`config.mk`:
```
export PLATFORM = sky130hd
export DESIGN_NAME = tpu_tile_sequencer
export DESIGN_NICKNAME = d
export VERILOG_FILES = /design/src/rtl/tpu_tile_sequencer.sv
export SDC_FILE = /design/constraint.sdc
export NUM_CORES = 1
export LEC_CHECK = 0
export CAP_MARGIN = 20
export CORE_MARGIN = 4
export CORE_UTILIZATION = 59
export CTS_CLUSTER_SIZE = 28
export DETAILED_ROUTE_END_ITERATION = 7
export PLACE_DENSITY = 0.95
export RECOVER_POWER = 100
export SYNTH_ARGS = -nofsm -noshare
export SYNTH_HDL_FRONTEND = slang
export SYNTH_SLANG_ARGS = --single-unit
```
`constraint.sdc`:
```
create_clock -name clk -period 6.04 [get_ports clk]
set_input_delay 1.812 -clock clk [delete_from_list [all_inputs] [get_ports clk]]
set_output_delay 1.812 -clock clk [all_outputs]
set_load 0.01 [all_outputs]
```
`src/rtl/tpu_tile_sequencer.sv`:
```
// Multi-tile sequencer: runs num_tiles read -> compute -> write passes against the
// engines, gated on FIFO readiness, with a per-phase watchdog and abort.
module tpu_tile_sequencer #(
    parameter int TILE_W    = 8,
    parameter int TIMEOUT_W = 16,
    parameter int TIMEOUT   = 1000
) (
    input  logic              clk,
    input  logic              rst,
    input  logic              tpu_start,
    input  logic [TILE_W-1:0] num_tiles,
    input  logic              abort,
    input  logic              rempty,
    input  logic              wfull,
    input  logic              read_done,
    input  logic              compute_done,
    input  logic              write_done,
    output logic              read_start,
    output logic              compute_start,
    output logic              write_start,
    output logic              busy,
    output logic [TILE_W-1:0] tile_idx,
    output logic              tpu_done,
    output logic              timeout_err,
    output logic [2:0]        state_dbg
);

    typedef enum logic [2:0] {
        IDLE    = 3'd0,
        RD_WAIT = 3'd1,
        READ    = 3'd2,
        COMP    = 3'd3,
        WR_WAIT = 3'd4,
        WRITE   = 3'd5,
        ERR     = 3'd6
    } state_e;

    localparam bit                   WD_EN   = (TIMEOUT != 0);
    localparam logic [TIMEOUT_W-1:0] WD_LAST = WD_EN ? TIMEOUT_W'(TIMEOUT - 1) : '0;

    state_e              state_q, state_d;
    logic [TILE_W-1:0]   num_q, num_d;
    logic [TILE_W-1:0]   tile_q, tile_d;
    logic [TIMEOUT_W-1:0] wd_q, wd_d;
    logic                err_q, err_d;
    logic                done_q, done_d;
    logic                rs_q, rs_d;
    logic                cs_q, cs_d;
    logic                ws_q, ws_d;
    logic                wd_expire;

    always_comb begin
        state_d   = state_q;
        num_d     = num_q;
        tile_d    = tile_q;
        err_d     = err_q;
        done_d    = 1'b0;
        wd_expire = WD_EN && (wd_q == WD_LAST);

        case (state_q)
            IDLE: begin
                if (tpu_start) begin
                    if (num_tiles != '0) begin
                        num_d   = num_tiles;
                        tile_d  = '0;
                        state_d = RD_WAIT;
                    end else begin
                        done_d = 1'b1;
                    end
                end
            end
            RD_WAIT: if (!rempty) state_d = READ;
            READ: begin
                if (read_done) begin
                    state_d = COMP;
                end else if (wd_expire) begin
                    state_d = ERR;
                    err_d   = 1'b1;
                end
            end
            COMP: begin
                if (compute_done) begin
                    state_d = WR_WAIT;
                end else if (wd_expire) begin
                    state_d = ERR;
                    err_d   = 1'b1;
                end
            end
            WR_WAIT: if (!wfull) state_d = WRITE;
            WRITE: begin
                if (write_done) begin
                    if (tile_q == num_q - 1'b1) begin
                        state_d = IDLE;
                        done_d  = 1'b1;
                    end else begin
                        tile_d  = tile_q + 1'b1;
                        state_d = RD_WAIT;
                    end
                end else if (wd_expire) begin
                    state_d = ERR;
                    err_d   = 1'b1;
                end
            end
            ERR:     state_d = ERR;
            default: state_d = IDLE;
        endcase

        // Abort overrides every transition above, including the tpu_done pulse.
        if (abort) begin
            state_d = IDLE;
            err_d   = 1'b0;
            tile_d  = '0;
            done_d  = 1'b0;
        end

        if (state_d != state_q) begin
            wd_d = '0;
        end else if (WD_EN && (state_q == READ || state_q == COMP || state_q == WRITE)) begin
            wd_d = wd_q + 1'b1;
        end else begin
            wd_d = wd_q;
        end

        rs_d = (state_d == READ)  && (state_q != READ);
        cs_d = (state_d == COMP)  && (state_q != COMP);
        ws_d = (state_d == WRITE) && (state_q != WRITE);
    end

    always_ff @(posedge clk or negedge rst) begin
        if (!rst) begin
            state_q <= IDLE;
            num_q   <= '0;
            tile_q  <= '0;
            wd_q    <= '0;
            err_q   <= 1'b0;
            done_q  <= 1'b0;
            rs_q    <= 1'b0;
            cs_q    <= 1'b0;
            ws_q    <= 1'b0;
        end else begin
            state_q <= state_d;
            num_q   <= num_d;
            tile_q  <= tile_d;
            wd_q    <= wd_d;
            err_q   <= err_d;
            done_q  <= done_d;
            rs_q    <= rs_d;
            cs_q    <= cs_d;
            ws_q    <= ws_d;
        end
    end

    assign read_start    = rs_q;
    assign compute_start = cs_q;
    assign write_start   = ws_q;
    assign busy          = (state_q != IDLE);
    assign tile_idx      = tile_q;
    assign tpu_done      = done_q;
    assign timeout_err   = err_q;
    assign state_dbg     = state_q;

endmodule

```
==> results of run 1 <==
-- sequential cells by signal, summed over array words and instances (netlist names) --
register	count
tile_idx	8
wd_q	16
state_dbg	3
num_q	8
read_start	1
tpu_done	1
write_start	1
compute_start	1
timeout_err	1
-- power breakdown --
group	leakage [uW]	switching, uW	total, uW	internal [uW]
sequential	0.000543	24.5	307	283
clock	0.0000552	98.0	221	123
combinational	0.000619	67.0	124	56.5
total	0.00122	190	651	462
-- cell families after synthesis --
| family | Yosys count | share of synthesized area (%) |
|---|---|---|
| and+or+nand+nor | 130 | 29.1 |
| DFF | 40 | 41.4 |
| buffers and inverters | 24 | 4.39 |
| xor gates and xnor gates | 24 | 8.69 |
| adders and majority gates | 3 | 1.55 |
| AOI/OAI and AO/OA | 48 | 14.5 |
| muxes | 1 | 0.414 |
-- critical path: cells and delay by family --
kind / cells / cell delay (ns)
simple gates: 2 / 0.72
compound gates: 3 / 1.99
buf+inv: 1 / 0.56
-- path summary, 6_finish.rpt --
kind / from / end / slack (ns) / depth (start not counted)
setup / recovery: num_tiles[5] / wd_q[12] / 1.10 / 6
hold / removal: num_q[7] / num_q[7] / 0.53 / 2
setup reg to reg: num_q[0] / wd_q[12] / 2.92 / 8
hold reg to reg: num_q[7] / num_q[7] / 0.53 / 2
max in group asynchronous: rst / wd_q[2] / 2.70 / 1
min in group asynchronous: rst / tile_idx[4] / 2.11 / 1
-- final cells by class --
class	count	share of cell area (%)
clock buffer	6	2.53
clock inverter	2	1.22
inverter	13	1.70
multi-input combinational	206	45.6
sequential	40	34.9
tap	50	2.18
timing repair buffer	35	11.8
-- metrics by stage --
stage,setup slack (ns),utilization [%]
after detailed placement,1.51,69.6
after CTS,1.81,72.3
after global routing,0.909,72.2
after floorplan,2.37,-
after global placement,1.53,69.4
final,1.10,72.2
-- layout by cell type, fill, tap and decap left out, types with 4 or more instances in the layout --
cell	netlist	final
a21oi_1	6	6
o221ai_1	5	5
inv_1	13	13
and3_1	7	7
o211ai_1	4	4
nor3_1	21	21
dfrtp_1	40	40
xnor2_1	17	17
a31oi_1	4	4
nand4_1	5	5
nor4_1	4	4
nor3b_1	5	5
nand3_1	12	12
nor2b_1	4	4
xor2_1	7	7
dlygate4sd3_1	0	19
clkbuf_8	0	5
clkdlybuf4s50_1	0	13
nor2_1	16	16
nand2_1	33	33
o21ai_0	11	12
-- per-layer routing --
| metal | up-vias | part of all wire (%) | GRT usage, % | routed length, um |
|---|---|---|---|---|
| li1 | 1044 | - | - | - |
| met4 | 0 | 1.4 | 9.81 | 80 |
| met1 | 1066 | 40 | 29.0 | 2280 |
| met5 | - | 0 | 0 | 0 |
| met2 | 67 | 54 | 41.7 | 3080 |
| met3 | 8 | 4.5 | 4.43 | 255 |
-- Yosys cell counts, types with 3 or more instances --
| cell | instances |
|---|---|
| o2111ai_1 | 3 |
| nand3_1 | 12 |
| nor2_1 | 16 |
| ha_1 | 3 |
| nor4_1 | 4 |
| inv_1 | 13 |
| dfrtp_1 | 40 |
| o221ai_1 | 5 |
| nor3_1 | 21 |
| nand4_1 | 5 |
| xor2_1 | 7 |
| clkbuf_1 | 8 |
| and3b_1 | 3 |
| nor2b_1 | 4 |
| o211ai_1 | 4 |
| a31oi_1 | 4 |
| or3_1 | 3 |
| o21ai_0 | 11 |
| and3_1 | 7 |
| a21oi_1 | 6 |
| nor3b_1 | 5 |
| xnor2_1 | 17 |
| nand2_1 | 33 |
==> flow_metrics.py, run 1 <==
metrics = {
    "outcome": {
        "outcome": "finished, violations left",
        "violations": "max-capacitance violations, max-slew violations",
    },
    "grt": {
        "grt_pass1_wl_um": 9840,
        "grt_use_total_pct": 23.9,
        "grt_pass1_vias": 2216,
        "antenna_found_initial": 0,
        "overflow": 0,
        "grt_max_degree": 41,
    },
    "critical_path": {
        "crit_arrival_ns": 5.09,
        "worstPathCellList": "dlygate4sd3_1 -> or4_1 -> o21ai_0 -> o2111ai_1 -> a221oi_4 -> nor3_1",
        "crit_path_start_kind": "input pin",
        "critical_path.max_fanout": 16,
        "cp-end-kind": "flip-flop",
        "cpPeakStageDelay_ns": 0.79,
        "critPathKind": "in2reg",
        "worstPathRequired_ns": 6.18,
        "slowest_stage": "o21ai_0",
    },
    "drt": {
        "drc": 0,
        "num_vias": 2185,
        "ant_nets": 0,
        "vias_per_cell": 6.21,
        "drt_iter0_drc": 202,
        "wl_per_cell_um": 16.2,
        "wirelength_um": 5700,
        "firstDrtPassIters": 4,
    },
    "clock_tree": {
        "root_buffer": "clkbuf_8",
        "cts_setup_buffers": 0,
        "clkSlewWorstSetupHoldPaths_ns": 0.08,
        "numCtsBuffers": 5,
        "cts-resized-gates": 0,
        "cts_hold_buf": 0,
        "clk_latency_ns": 0.30,
        "clock_sinks": 40,
        "cts_tree": "yes",
        "htree_num_levels": 2,
        "clockBufferDepth": 2,
    },
    "synth": {
        "syn_area_per_cell_um2": 8.96,
        "ys_types": 50,
        "async_reset_ff_share_pct": 100,
        "ys.flop_type": "dfrtp_1",
        "synth_top_cell_by_area": "dfrtp_1",
        "netlist_instances": 270,
        "syn_area_mm2": 0.00242,
        "synth_edf_count": 0,
        "ys_seq_elements": 40,
        "syn-num-nets": 290,
        "yosys_warnings": 0,
        "netlist.area_leader.share_pct": 41.4,
        "synthTopCellsByArea": "dfrtp_1, xnor2_1, nand2_1",
        "ys_seq_area_share_pct": 41.4,
    },
    "timing": {
        "rsz0062_at_grt": "no",
        "finalSetupViolCount": 0,
        "tightest_slew_ns": 2.12,
        "max_freq_ghz": 0.202,
        "post-route-min-period_ns": 4.94,
        "tns_ns": 0,
        "finalCritPeriodShare_pct": 81.9,
        "clock_skew_ns": 0.0125,
        "hold_viol_final": 0,
        "slew_headroom_pct": -41.5,
        "slew_viol_final": 41,
        "fin_hold_ws_ns": 0.528,
    },
    "finish": {
        "num_antenna_cells": 0,
        "area_growth_pct": 18.5,
        "fin_cells": 352,
        "regArea_mm2": 0.00100,
        "final_nets": 321,
        "design_area_mm2": 0.00287,
        "multi_input_area_mm2": 0.00131,
        "n_fill_cell": 309,
        "drive_above_1_share_pct": 5.30,
    },
    "floorplan": {
        "core-area_mm2": 0.00397,
        "dieHeight_um": 72.0,
        "die_area_mm2": 0.00519,
        "core.rowCount": 23,
        "start_util_pct": 60.9,
        "fp.dieW_um": 72.0,
        "io_pins": 34,
    },
    "worst_hold_path": {
        "hp-class": "reg2reg",
    },
    "place": {
        "dp_cells": 344,
        "io_buffers": 33,
        "dpl_cell_area_mm2": 0.00277,
        "routabilityCongestion": 0.957,
        "dp_hpwl_um": 4160,
    },
    "pwr": {
        "p_total_uw": 651,
        "powerDensity_mw_per_mm2": 227,
        "p_leak_uw": 0.00122,
        "ir_drop_mv": 0.117,
    },
    "job": {
        "maxCapViolCount": 1,
    },
}
(Power assumes the default switching activity.)
==> inputs of run 2 (changes only) <==
- CORE_UTILIZATION: 59 -> 49
- PLACE_DENSITY: 0.95 -> 0.86
- clock period: 6.04 -> 4.4 ns (I/O delays scaled with it)
==> run 2 against run 1 <==
Net effect: the flow still finishes with violations (max-capacitance violations, max-slew violations); die area increased by 18%; total power increased by 38%; clock-buffer cell count decreased by 1; sequential share of layout area decreased by 0.39 points; final cell count increased by 5.1%; wire length decreased by 2.5%; core utilization decreased by 11 points; largest power group unchanged; largest cell class unchanged; clock power increased by 41%.
==> flow_metrics.py, run 2 (synthesis results as in run 1) <==
metrics = {
    "grt": {
        "antenna_found_initial": 0,
        "overflow": 0,
        "grt_pass1_vias": 2100,
        "grt_max_degree": 41,
        "grt_pass1_wl_um": 9340,
        "grt_use_total_pct": 18.9,
    },
    "critical_path": {
        "worstPathRequired_ns": 4.55,
        "cp-end-kind": "flip-flop",
        "worstPathCellList": "dlygate4sd3_1 -> or4_1 -> o21ai_0 -> o2111ai_1 -> a221oi_4 -> nor3_1",
        "r2r_cells": 8,
        "crit_path_start_kind": "input pin",
        "slowest_stage": "a221oi_4",
        "r2r_slack_ns": 1.33,
        "cpPeakStageDelay_ns": 0.68,
        "critical_path.max_fanout": 16,
        "cp.depth": 6,
        "crit_arrival_ns": 3.80,
        "critPathKind": "in2reg",
        "cp_num_buf_inv": 1,
        "cpLargestDelayFamily": "compound AO/OA/AOI/OAI gates",
    },
    "floorplan": {
        "dieHeight_um": 78.3,
        "io_pins": 34,
        "die_area_mm2": 0.00613,
        "fp.dieW_um": 78.3,
        "start_util_pct": 50.9,
        "core.rowCount": 25,
        "core-area_mm2": 0.00475,
    },
    "pwr": {
        "power_frac_clock_pct": 34.5,
        "internal-power_uw": 637,
        "ir_drop_mv": 0.188,
        "switchingPower_uw": 264,
        "p_leak_uw": 0.00122,
        "powerDensity_mw_per_mm2": 310,
        "comb_power_share_pct": 18.8,
        "p_seq_share_pct": 46.7,
        "p_total_uw": 900,
        "swShare_pct": 29.3,
    },
    "finish": {
        "final_cell_mix": "dfrtp_1, nand2_1, nor3_1, dlygate4sd3_1, xnor2_1",
        "regArea_mm2": 0.00100,
        "drive_above_1_share_pct": 5.61,
        "multi_input_area_mm2": 0.00131,
        "top_register": "wd_q",
        "final_nets": 322,
        "final_common_cell": "dfrtp_1",
        "num_antenna_cells": 0,
        "n_fill_cell": 442,
        "area_growth_pct": 19.9,
        "largest_register_ffs": 16,
    },
    "clock_tree": {
        "clk_latency_ns": 0.30,
        "numCtsBuffers": 5,
        "clockBufferDepth": 2,
        "htree_num_levels": 2,
        "cts-resized-gates": 0,
        "cts_tree": "yes",
        "cts_hold_buf": 0,
        "cts_setup_buffers": 0,
        "root_buffer": "clkbuf_8",
        "clkSlewWorstSetupHoldPaths_ns": 0.08,
        "clock_sinks": 40,
    },
    "timing": {
        "finalCritPeriodShare_pct": 82.8,
        "hold_viol_final": 0,
        "max_freq_ghz": 0.275,
        "clock_skew_ns": 0.00512,
        "slew_viol_final": 41,
        "rsz0062_at_grt": "no",
        "finalSetupViolCount": 0,
        "slew_headroom_pct": -36.2,
        "post-route-min-period_ns": 3.64,
        "tightest_slew_ns": 2.04,
        "tns_ns": 0,
    },
    "drt": {
        "ant_nets": 0,
        "wl_per_cell_um": 15.0,
        "drc": 0,
        "firstDrtPassIters": 4,
        "num_vias": 2161,
        "vias_per_cell": 5.84,
        "wirelength_um": 5560,
        "drt_iter0_drc": 113,
    },
    "job": {
        "maxCapViolCount": 1,
    },
    "worst_hold_path": {
        "hp-class": "reg2reg",
        "hold_depth": 2,
    },
    "outcome": {
        "violations": "max-capacitance violations, max-slew violations",
        "outcome": "finished, violations left",
    },
    "place": {
        "routabilityCongestion": 0.883,
        "dp_hpwl_um": 4080,
        "io_buffers": 33,
    },
}
## run 2: stage by stage
| step | hold slack (ns) | worst slack (ns) | area (um^2) | instances | utilization (%) |
|---|---|---|---|---|---|
| 2_1_floorplan | 0.467 | 1.23 | 2420 | 270 | - |
| 3_3_place_gp | 0.486 | 0.701 | 2790 | 362 | 58.8 |
| 3_5_place_dp | 0.499 | 0.648 | 2790 | 362 | 58.8 |
| 4_1_cts | 0.520 | 0.963 | 2910 | 370 | 61.2 |
| 5_1_grt | 0.543 | 0.602 | 2900 | 370 | 61.0 |
| 6_report | 0.525 | 0.758 | 2900 | 370 | 61.0 |
## run 2: final timing paths
| path | startpoint | endpoint |
|---|---|---|
| max in group asynchronous | rst | wd_q[3] |
| min | num_q[7] | num_q[7] |
| min reg2reg | num_q[7] | num_q[7] |
| min in group asynchronous | rst | tile_idx[5] |
| max reg2reg | num_q[0] | wd_q[2] |
| max | num_tiles[5] | wd_q[2] |
## run 2: final cells by class
type                            count  share of cell area [%]
Clock buffer                        5                    2.37
Clock inverter                      3                    1.60
Inverter                           13                    1.68
Multi-Input combinational cell    206                    45.1
Sequential cell                    40                    34.5
Tap cell                           67                    2.89
Timing Repair Buffer               36                    11.8
## run 2: metal layers
metal / track usage (%) / vias to the layer above / part of all wire, %
met5: 0 / - / 0
met4: 7.52 / 0 / 1.4
met3: 4.93 / 10 / 4.9
met2: 32.1 / 54 / 53
met1: 22.9 / 1055 / 41
li1: - / 1042 / -
## run 2: power groups by stage
| stage | Sequential [uW] | Clock (uW) | Combinational (uW) |
|---|---|---|---|
| after floorplan | 413 | 0 | 124 |
| after global placement | 426 | 0 | 168 |
| after detailed placement | 427 | 0 | 175 |
| after CTS | 420 | 316 | 175 |
| after global routing | 425 | 332 | 189 |
| final | 420 | 311 | 169 |
## run 2: worst min-delay path: stages, from the launching register on
cell and delay, ns:
dfrtp_1 0.38, nand2_1 0.06, nand2_1 0.06
==> inputs of run 3 (changes only) <==
- CORE_UTILIZATION: 49 -> 55
- PLACE_DENSITY: 0.86 -> 0.9
- clock period: 4.4 -> 3.6 ns (I/O delays scaled with it)
==> run 3 against run 2 <==
Net effect: the run still ends with max-capacitance violations, max-slew violations left; sequential power increased by 21%; final cell count down 2.7%; combinational power rose by 31%; clock-buffer cell count did not move; register-to-register slack worse by 0.70 ns; via count grew 2.9%; critical path type unchanged; critical endpoint is now wd_q[14]; largest power group unchanged; highest routed layer unchanged.
==> flow_metrics.py, run 3 (synthesis results as in run 1) <==
metrics = {
    "pwr": {
        "p_leak_uw": 0.00124,
        "swShare_pct": 31.0,
        "p_seq_share_pct": 49.5,
        "internal-power_uw": 710,
        "switchingPower_uw": 320,
        "power_frac_clock_pct": 28.9,
        "p_total_uw": 1030,
        "comb_power_share_pct": 21.6,
        "ir_drop_mv": 0.247,
        "powerDensity_mw_per_mm2": 355,
    },
    "place": {
        "preCtsSetupSlack_ns": 0.169,
        "dp_hpwl_um": 4260,
        "routabilityCongestion": 0.902,
        "io_buffers": 33,
    },
    "worst_hold_path": {
        "min-delay-start": "num_q[7]",
        "hp-class": "reg2reg",
        "hold_depth": 2,
        "hold_end": "num_q[7]",
    },
    "floorplan": {
        "core-area_mm2": 0.00412,
        "io_pins": 34,
        "fp.dieW_um": 74.3,
        "dieHeight_um": 74.3,
        "die_area_mm2": 0.00552,
        "start_util_pct": 58.8,
        "core.rowCount": 23,
    },
    "finish": {
        "drive_above_1_share_pct": 7.42,
        "area_growth_pct": 19.9,
        "top_register": "wd_q",
        "post-route-util_pct": 70.5,
        "final_nets": 329,
        "regArea_mm2": 0.00100,
        "n_fill_cell": 326,
        "largest_register_ffs": 16,
        "final_common_cell": "dfrtp_1",
        "multi_input_area_mm2": 0.00132,
        "num_antenna_cells": 0,
        "final_cell_mix": "dfrtp_1, nand2_1, nor3_1, dlygate4sd3_1, xnor2_1",
    },
    "timing": {
        "max_freq_ghz": 0.304,
        "tns_ns": 0,
        "setup_ws_ns": 0.316,
        "hold_viol_final": 0,
        "clock_skew_ns": 0.0106,
        "tightest_slew_ns": 2.19,
        "slew_viol_final": 41,
        "fin_hold_ws_ns": 0.515,
        "finalCritPeriodShare_pct": 91.2,
        "finalSetupViolCount": 0,
        "rsz0062_at_grt": "no",
        "slew_headroom_pct": -45.9,
        "post-route-min-period_ns": 3.28,
    },
    "drt": {
        "wirelength_um": 5860,
        "drc": 0,
        "drt_iter0_drc": 135,
        "wl_per_cell_um": 16.3,
        "num_vias": 2224,
        "vias_per_cell": 6.18,
        "ant_nets": 0,
        "firstDrtPassIters": 4,
    },
    "critical_path": {
        "crit_path_start_kind": "input pin",
        "reg2reg_to": "wd_q[14]",
        "cp-end-kind": "flip-flop",
        "crit_arrival_ns": 3.43,
        "r2r_cells": 9,
        "timing.rr.start": "num_q[0]",
        "critPathKind": "in2reg",
        "crit_start": "num_tiles[5]",
        "critical_path.max_fanout": 16,
        "worstPathRequired_ns": 3.75,
        "r2r_slack_ns": 0.63,
    },
    "outcome": {
        "outcome": "finished, violations left",
        "violations": "max-capacitance violations, max-slew violations",
    },
    "grt": {
        "grt_pass1_wl_um": 9730,
        "antenna_found_initial": 0,
        "grt_use_total_pct": 22.8,
        "overflow": 0,
        "grt_max_degree": 41,
        "grt_pass1_vias": 2117,
    },
    "clock_tree": {
        "root_buffer": "clkbuf_8",
        "cts_hold_buf": 0,
        "clk_latency_ns": 0.30,
        "htree_num_levels": 2,
        "cts_tree": "yes",
        "clockBufferDepth": 2,
        "clkSlewWorstSetupHoldPaths_ns": 0.09,
        "numCtsBuffers": 5,
        "cts_setup_buffers": 0,
        "clock_sinks": 40,
        "cts-resized-gates": 0,
    },
    "job": {
        "maxCapViolCount": 1,
    },
}
## run 3: changes by cell type in the layout (fill, tap and decap cells not counted), sizes merged
cell | before | now
buf | 2 | 5
clkinv | 0 | 3
inv | 14 | 13
clkbuf | 7 | 11
clkinvlp | 1 | 0
bufinv | 1 | 0
## run 3: final cells by class
cell class | instances | share of cell area (%)
Multi-Input combinational cell | 206 | 45.5
Clock inverter | 3 | 0.647
Timing Repair Buffer | 43 | 13.2
Sequential cell | 40 | 34.5
Tap cell | 50 | 2.16
Clock buffer | 5 | 2.37
Inverter | 13 | 1.68
## run 3: per-layer routing
| layer | share of wire [%] | vias up | GRT usage [%] | wire [um] |
|---|---|---|---|---|
| met3 | 4.2 | 14 | 4.05 | 248 |
| met2 | 52 | 60 | 40.0 | 3060 |
| met1 | 41 | 1086 | 27.7 | 2430 |
| met5 | 0 | - | 0 | 0 |
| li1 | - | 1064 | - | - |
| met4 | 2.1 | 0 | 9.49 | 122 |
## run 3: worst max-delay path by stage
| stage | to | slack [ns] |
|---|---|---|
| global route | wd_q[14] | 0.20 |
| CTS | wd_q[3] | 0.48 |
| detailed placement | wd_q[9] | 0.17 |
| global placement | wd_q[11] | 0.03 |
| floorplan | wd_q[0] | 0.67 |
| finish | wd_q[14] | 0.32 |
## run 3: per-stage QoR
step	instances	cell area [um^2]
floorplan	270	2420
global placement	351	2820
detailed placement	352	2830
CTS	360	2920
global route	360	2900
finish	360	2900
## run 3: power groups by stage
stage	registers [uW]	logic, uW	clock network [uW]
floorplan	505	152	0
global placement	516	218	0
detailed placement	518	228	0
CTS	509	230	306
global route	515	246	319
finish	510	222	298
## run 3: worst max-delay path, stage by stage
cell and delay, ns:
dlygate4sd3_1 0.55, or4_1 0.61, o21ai_2 0.20, o2111ai_1 0.15
clkbuf_1 0.17, a221oi_4 0.22, clkbuf_2 0.34, nor3_1 0.11
